<file path="config.mk">
export PLATFORM = sky130hd
export DESIGN_NAME = if_fetch_stage
export DESIGN_NICKNAME = d
export VERILOG_FILES = /design/src/rtl/if_fetch_stage.sv
export SDC_FILE = /design/constraint.sdc
export NUM_CORES = 1
export LEC_CHECK = 0
export BUFFER_PORTS_ARGS = -buffer_cell sky130_fd_sc_hd__buf_2
export CORE_ASPECT_RATIO = 1.1
export CORE_MARGIN = 2
export CORE_UTILIZATION = 45
export CTS_BUF_LIST = sky130_fd_sc_hd__clkbuf_8 sky130_fd_sc_hd__clkbuf_16
export DETAILED_ROUTE_END_ITERATION = 8
export PLACE_DENSITY = 0.81
export SLEW_MARGIN = 20
export SYNTH_ARGS = -nofsm -noshare
export SYNTH_HDL_FRONTEND = slang
export SYNTH_SLANG_ARGS = --single-unit
</file>
<file path="constraint.sdc">
create_clock -name clk -period 1.98 [get_ports clk]
set_clock_uncertainty 0.05 [all_clocks]
set_input_delay 0.495 -clock clk [delete_from_list [all_inputs] [get_ports clk]]
set_output_delay 0.495 -clock clk [all_outputs]
set_load 0.005 [all_outputs]
</file>
<file path="src/rtl/if_fetch_stage.sv">
// Instruction-fetch stage with PC register and IF/ID pipeline register for a 5-stage MIPS pipeline.
// Redirects beat load-use stalls, and stalls beat memory wait states.
module if_fetch_stage #(
    parameter int                ADDR_W   = 32,
    parameter int                INSTR_W  = 32,
    parameter logic [ADDR_W-1:0] RESET_PC = '0,
    parameter int                CNT_W    = 16
) (
    input  logic               clk,
    input  logic               rst_n,
    input  logic               PCWrite,
    input  logic               IF_ID_Write,
    input  logic               branch_taken,
    input  logic [ADDR_W-1:0]  branch_target,
    input  logic               jump,
    input  logic [ADDR_W-1:0]  jump_target,
    output logic [ADDR_W-1:0]  imem_addr,
    input  logic [INSTR_W-1:0] imem_rdata,
    input  logic               imem_ready,
    output logic [INSTR_W-1:0] if_id_instr,
    output logic [ADDR_W-1:0]  if_id_pc4,
    output logic               if_id_valid,
    output logic [CNT_W-1:0]   stall_cnt,
    output logic [CNT_W-1:0]   bubble_cnt
);

    logic [ADDR_W-1:0] pc;
    logic [ADDR_W-1:0] pc_plus4;
    logic [ADDR_W-1:0] raw_target;
    logic [ADDR_W-1:0] target;
    logic              redirect;
    logic              bubble;

    assign imem_addr  = pc;
    assign pc_plus4   = pc + ADDR_W'(4);
    assign redirect   = branch_taken | jump;
    assign raw_target = branch_taken ? branch_target : jump_target;
    assign target     = {raw_target[ADDR_W-1:2], 2'b00};
    assign bubble     = !redirect && IF_ID_Write && !imem_ready;

    always_ff @(posedge clk or negedge rst_n) begin
        if (!rst_n) begin
            pc <= RESET_PC;
        end else if (redirect) begin
            pc <= target;
        end else if (PCWrite && imem_ready) begin
            pc <= pc_plus4;
        end
    end

    // A bubble keeps pc4 so the ID stage still sees the last valid return address.
    always_ff @(posedge clk or negedge rst_n) begin
        if (!rst_n) begin
            if_id_instr <= '0;
            if_id_pc4   <= '0;
            if_id_valid <= 1'b0;
        end else if (redirect) begin
            if_id_instr <= '0;
            if_id_pc4   <= '0;
            if_id_valid <= 1'b0;
        end else if (IF_ID_Write) begin
            if (imem_ready) begin
                if_id_instr <= imem_rdata;
                if_id_pc4   <= pc_plus4;
                if_id_valid <= 1'b1;
            end else begin
                if_id_instr <= '0;
                if_id_valid <= 1'b0;
            end
        end
    end

    always_ff @(posedge clk or negedge rst_n) begin
        if (!rst_n) begin
            stall_cnt  <= '0;
            bubble_cnt <= '0;
        end else begin
            if (!PCWrite && (stall_cnt != '1)) begin
                stall_cnt <= stall_cnt + CNT_W'(1);
            end
            if (bubble && (bubble_cnt != '1)) begin
                bubble_cnt <= bubble_cnt + CNT_W'(1);
            end
        end
    end

endmodule

</file>
==> results of run 1 <==
==> metrics by stage <==
step / utilization / std cells
detailed placement: 0.582 / 1035
finish: 0.630 / 1069
CTS: 0.628 / 1068
global route: 0.630 / 1069
global placement: 0.580 / 1034
floorplan: - / 605
==> sequential cells by signal (all words and copies together), names as in the netlist <==
name and count:
if_id_instr 32, imem_addr 30, bubble_cnt 16, if_id_pc4 31, stall_cnt 16, if_id_valid 1
==> logic make-up after synthesis <==
kind of cell | share of synthesized area
AOI/OAI and AO/OA | 0.180
DFF | 0.503
xor gates and xnor gates | 0.101
and+or+nand+nor | 0.163
muxes | 0.00858
other | 0.000598
buffers and inverters | 0.0391
adders and majority gates | 0.00599
==> layout by cell type (no fill, tap or decap), types with 7 or more instances in the layout <==
cell       instances
a21oi_1           30
nand4_1           26
buf_2            224
dfrtp_1          126
o21ai_0           14
a22o_1            60
a211oi_1          13
nand3_1           33
a22oi_1            7
nor2_1            20
xnor2_1           46
buf_4             57
clkbuf_16         17
nand2_1           43
xor2_1            26
nor3_1            11
inv_1             14
nor2b_1           14
==> repair_timing <==
action,4_1_cts,5_1_grt
hold buffers,1,0
endpoints found under the setup margin,0,6
resized for setup,0,5
hold endpoints to repair,23,0
==> worst min-delay path, cell delays in order <==
cell	delay, ns
buf_2	0.07
nand2_1	0.04
o21ai_0	0.06
==> per-layer routing <==
layer | GRT usage | routed length, um | vias up
li1 | - | - | 2772
met3 | 0.0662 | 1320 | 41
met2 | 0.395 | 8420 | 251
met4 | 0.103 | 548 | 0
met1 | 0.307 | 7520 | 2778
met5 | 0 | 0 | -
==> Yosys cell counts (all sizes together), types with 2 or more instances <==
master	instances	area (um2)
a211oi	13	97.6
a21o	2	15.0
a21oi	31	155
a222oi	2	20.0
a22o	60	526
a22oi	7	52.6
a2bb2oi	6	52.6
a31o	3	26.3
a31oi	4	25.0
and2	3	18.8
and3	6	37.5
and4	6	52.6
buf	16	86.3
clkbuf	28	106
dfrtp	126	3150
ha	3	37.5
inv	14	52.6
mux2	3	33.8
mux2i	2	20.0
nand2	44	168
nand3	35	193
nand4	26	163
nor2	23	86.3
nor2b	14	87.6
nor3	12	60.1
nor4	11	111
o21ai	14	70.1
o31ai	6	45.0
or2	2	12.5
xnor2	46	403
xor2	26	228
==> worst paths after layout <==
kind                                                to  slack, ns  cells after the start
max                          imem_addr[21]$_DFFE_PN0P_       0.05                      5
min                           imem_addr[3]$_DFFE_PN0P_       0.23                      3
max reg2reg                  imem_addr[21]$_DFFE_PN0P_       0.05                      5
min reg2reg                    if_id_valid$_DFFE_PN0P_       0.42                      1
max in group asynchronous  if_id_instr[25]$_DFFE_PN0P_       0.81                      3
min in group asynchronous   bubble_cnt[10]$_DFFE_PN0P_       0.50                      2
==> layout make-up <==
cell class                      count  area, um2  share of cell area
Clock buffer                       18        439              0.0507
Tap cell                          188        235              0.0272
Multi-Input combinational cell    421       2940               0.339
Inverter                           14       52.6             0.00607
Sequential cell                   126       3150               0.364
Antenna cell                        1       2.50            0.000289
Clock inverter                     14        181              0.0210
Timing Repair Buffer              287       1660               0.192
==> power groups by stage <==
stage          Clock [uW]  Sequential, uW  Combinational (uW)
6_report             3240            3080                1280
5_1_grt              3420            3110                1420
4_1_cts              3290            3080                1290
3_5_place_dp            0            3120                1280
3_3_place_gp            0            3110                1240
2_1_floorplan           0            3110                 591
==> impl_metrics.yaml, run 1 <==
run_status:
  status: "completed"
power:
  finalPower_uw: 7600
  clkPwrFrac: 0.426
  swShare: 0.279
  p_seq_frac: 0.405
  pwr_density_cell_nw_per_um2: 878
  p_int_uw: 5480
  irDropWorstVdd_mv: 0.611
  pwr-share-comb: 0.169
  power_leakage_uw: 0.00428
  p_sw_uw: 2120
clocking:
  clk_pin_slew_ns: 0.06
  post-cts-setup-buffers: 0
  clock-root-buffer: "clkbuf_16"
  cts_buffers: 17
  htreeDepth: 4
  cts_buffer_depth: 2
  clkSinkCount: 126
  tritoncts: "built"
  clk_latency_ns: 0.43
floorplanning:
  ios: 232
  start_util: 0.456
  die_h_um: 128
  die_area_um2: 14900
  rows: 45
  die_x_um: 117
  coreArea_um2: 13700
setup_path:
  end_kind: "flip-flop"
  cp_top_family: "simple AND/OR/NAND/NOR gates"
  cp_slowest_cell: "or4_1"
  crit_fanout: 6
  cp-startpoint: "imem_addr[8]$_DFFE_PN0P_"
  reg2reg_from: "imem_addr[8]$_DFFE_PN0P_"
  cp_slowest_stage_delay_ns: 0.49
  worstPathRequired_ns: 2.27
  critical_path_arrival_ns: 2.22
  path_cells: "nand4_1 -> nor4_4 -> nand2_2 -> or4_1 -> a31oi_1"
  worstSetupPathType: "reg2reg"
  startpoint_type: "flip-flop"
  path_buf_inv: 0
min_path:
  hold_start: "branch_target[3]"
  hold_class: "in2reg"
synth:
  ys_dominant_reg_cell: "dfrtp_1"
  synth.distinct_cells: 50
  synthArstFlopShare: 1.00
  synth-edff-count: 0
  ys_warn_count: 0
  synth-seq-area-share: 0.503
  syn_area_per_cell_um2: 10.4
  syn-cell-area_um2: 6270
  syn_inst: 604
  ys_ff_latch: 126
finish:
  nFillCells: 1123
  drive_above_1_share: 0.390
  area_growth_pct: 38.1
  layout.nets: 973
  design_area_um2: 8660
place:
  portBuffers: 225
  gp_congestion: 0.860
  place_area_um2: 7990
  dp_hpwl_um: 13300
  place_ws_ns: -0.0544
route:
  wl_um: 17800
  firstDrtPassIters: 5
  wire_per_inst_um: 16.7
  antenna_left: 0
  vias: 5842
  route.detailed.drc: 0
  initialDrtViolationCount: 384
  via_per_inst: 5.46
timing:
  layout_min_cycle_time_ns: 1.93
  rsz0062_at_grt: "false"
  whs_ns: 0.227
  hold_viol: 0
  fin_setup_tns_ns: 0
  setup_viol: 0
  post-route-period-util: 0.974
  relSlewSlack: 0.627
  slew_violations: 0
  tightest_slew_ns: 0.558
  max_freq_mhz: 518
  fin_ws_ns: 0.0511
grt:
  grt_antenna_before_repair: 1
  grt_max_degree: 48
  grt_pass1_wl_um: 27900
  grt_overflow: 0
  grt_pass1_vias: 5511
  grt.total_usage: 0.244
flow_run:
  drv_cap: 0
Note: power is estimated with default switching activity, not from simulation.
==> inputs of run 2 (changes only) <==
--- a/config.mk
+++ b/config.mk
@@ -8,10 +8,11 @@
 export BUFFER_PORTS_ARGS = -buffer_cell sky130_fd_sc_hd__buf_2
 export CORE_ASPECT_RATIO = 1.1
 export CORE_MARGIN = 2
-export CORE_UTILIZATION = 45
+export CORE_UTILIZATION = 50
 export CTS_BUF_LIST = sky130_fd_sc_hd__clkbuf_8 sky130_fd_sc_hd__clkbuf_16
 export DETAILED_ROUTE_END_ITERATION = 8
-export PLACE_DENSITY = 0.81
+export GPL_TIMING_DRIVEN = 0
+export PLACE_DENSITY = 0.85
 export SLEW_MARGIN = 20
 export SYNTH_ARGS = -nofsm -noshare
 export SYNTH_HDL_FRONTEND = slang
==> constraint.sdc (replaced) <==
create_clock -name clk -period 1.85 [get_ports clk]
set_clock_uncertainty 0.05 [all_clocks]
set_input_delay 0.4625 -clock clk [delete_from_list [all_inputs] [get_ports clk]]
set_output_delay 0.4625 -clock clk [all_outputs]
set_load 0.005 [all_outputs]
==> run 2 against run 1 <==
The flow now finishes with violations (negative setup slack). Highest routed layer unchanged. Routed wire length is 20% higher. Final cell count is 2.2% lower. Global-route usage is 4.6 points higher.
==> impl_metrics.yaml, run 2 (same netlist as run 1, synthesis figures left out) <==
timing:
  fin_setup_tns_ns: -2.75
  slew_violations: 0
  post-route-period-util: 1.09
  whs_ns: 0.217
  max_freq_mhz: 497
  hold_viol: 0
  setup_viol: 40
  relSlewSlack: 0.553
  fin_ws_ns: -0.162
  rsz0062_at_grt: "true"
  tightest_slew_ns: 0.671
  layout_min_cycle_time_ns: 2.01
finish:
  layout.nets: 986
  area_growth_pct: 40.5
  layout_commonest_cell: "buf_2"
  drive_above_1_share: 0.428
  antennaDiodeCount: 0
  largest_reg_flops: 32
  top_register: "if_id_instr"
  layout_common_cells: "buf_2, dfrtp_1, a22o_1, xnor2_1, buf_4"
  final_util: 0.726
min_path:
  hold_start: "imem_rdata[26]"
  hold_depth: 2
  holdPathEnd: "if_id_instr[26]$_DFFE_PN0P_"
  hold_class: "in2reg"
grt:
  grt.total_usage: 0.290
  grt_pass1_vias: 5796
  grt_pass1_wl_um: 30500
  grt_antenna_before_repair: 0
  grt_overflow: 0
  grt_max_degree: 71
place:
  place_ws_ns: -0.588
  portBuffers: 224
  gp_congestion: 0.891
  dp_hpwl_um: 13600
setup_path:
  worstSetupPathType: "reg2reg"
  reg2reg_from: "imem_addr[8]$_DFFE_PN0P_"
  r2r_end: "imem_addr[21]$_DFFE_PN0P_"
  end_kind: "flip-flop"
  worstPathRequired_ns: 2.13
  startpoint_type: "flip-flop"
  r2r_cells: 7
  crit_fanout: 5
  critical_path_arrival_ns: 2.30
  regToRegSetupSlack_ns: -0.16
clocking:
  clk_pin_slew_ns: 0.05
  htreeDepth: 4
  cts_buffers: 17
  clk_latency_ns: 0.42
  clock-root-buffer: "clkbuf_16"
  clkSinkCount: 126
  cts_buffer_depth: 2
  tritoncts: "built"
run_status:
  violations: "negative setup slack"
  status: "complete, but fails checks"
route:
  vias: 6420
  antenna_left: 0
  via_per_inst: 6.14
  wire_per_inst_um: 20.4
  firstDrtPassIters: 7
  initialDrtViolationCount: 888
  wl_um: 21300
  route.detailed.drc: 0
floorplanning:
  die_x_um: 111
  ios: 232
  die_area_um2: 13500
  die_h_um: 121
  start_util: 0.516
  rows: 42
  coreArea_um2: 12100
power:
  finalPower_uw: 8020
  power_leakage_uw: 0.00439
  pwr_density_cell_nw_per_um2: 911
  irDropWorstVdd_mv: 0.733
flow_run:
  drv_cap: 0
-- run 2: layout make-up --
class	count	area (um2)
fill	818	3330
sequential	126	3170
multi-input combinational	421	3160
timing repair buffer	264	1460
clock buffer	18	439
buffer	36	220
tap	154	193
clock inverter	12	106
inverter	14	52.6
-- run 2: how the worst max path moves through the flow --
stage	start	slack, ns	to
CTS	imem_addr[2]$_DFFE_PN0P_	-0.09	imem_addr[24]$_DFFE_PN0P_
global placement	rst_n	-1.51	imem_addr[2]$_DFFE_PN0P_
floorplan	imem_addr[8]$_DFFE_PN0P_	-0.02	imem_addr[21]$_DFFE_PN0P_
finish	imem_addr[8]$_DFFE_PN0P_	-0.16	imem_addr[21]$_DFFE_PN0P_
detailed placement	branch_taken	-0.59	imem_addr[30]$_DFFE_PN0P_
global route	imem_addr[21]$_DFFE_PN0P_	-0.22	imem_addr[31]$_DFFE_PN0P_
-- run 2: metrics by stage --
step	std cells	cell area, um2
floorplan	605	6350
global placement	983	7660
detailed placement	984	7700
CTS	1024	8450
global route	1045	8810
finish	1045	8810
-- run 2: power breakdown --
part	internal, uW	switching [uW]	total [uW]
logic	751	789	1540
registers	3020	337	3360
clock network	1960	1160	3120
-- run 2: repair_timing --
action,4_1_cts,5_1_grt
buffers inserted,15,22
hold buffers,1,0
pin swaps,12,26
endpoints found under the hold margin,56,0
setup endpoints to repair,57,61
resized for setup,24,55
gates cloned,0,1
-- run 2: critical path: stages (launching register included) --
cell,delay [ns]
dfrtp_1,0.37
buf_8,0.13
nand4_1,0.10
buf_6,0.15
nor4_4,0.38
nand2_2,0.12
or4_4,0.43
a31oi_1,0.19
-- run 2: per-layer routing --
| layer | share of wire | wire length, um | global-route usage |
|---|---|---|---|
| met1 | 0.37 | 7890 | 0.370 |
| met2 | 0.47 | 10000 | 0.479 |
| met3 | 0.10 | 2200 | 0.0604 |
| met4 | 0.053 | 1140 | 0.134 |
| met5 | 0 | 0 | 0 |
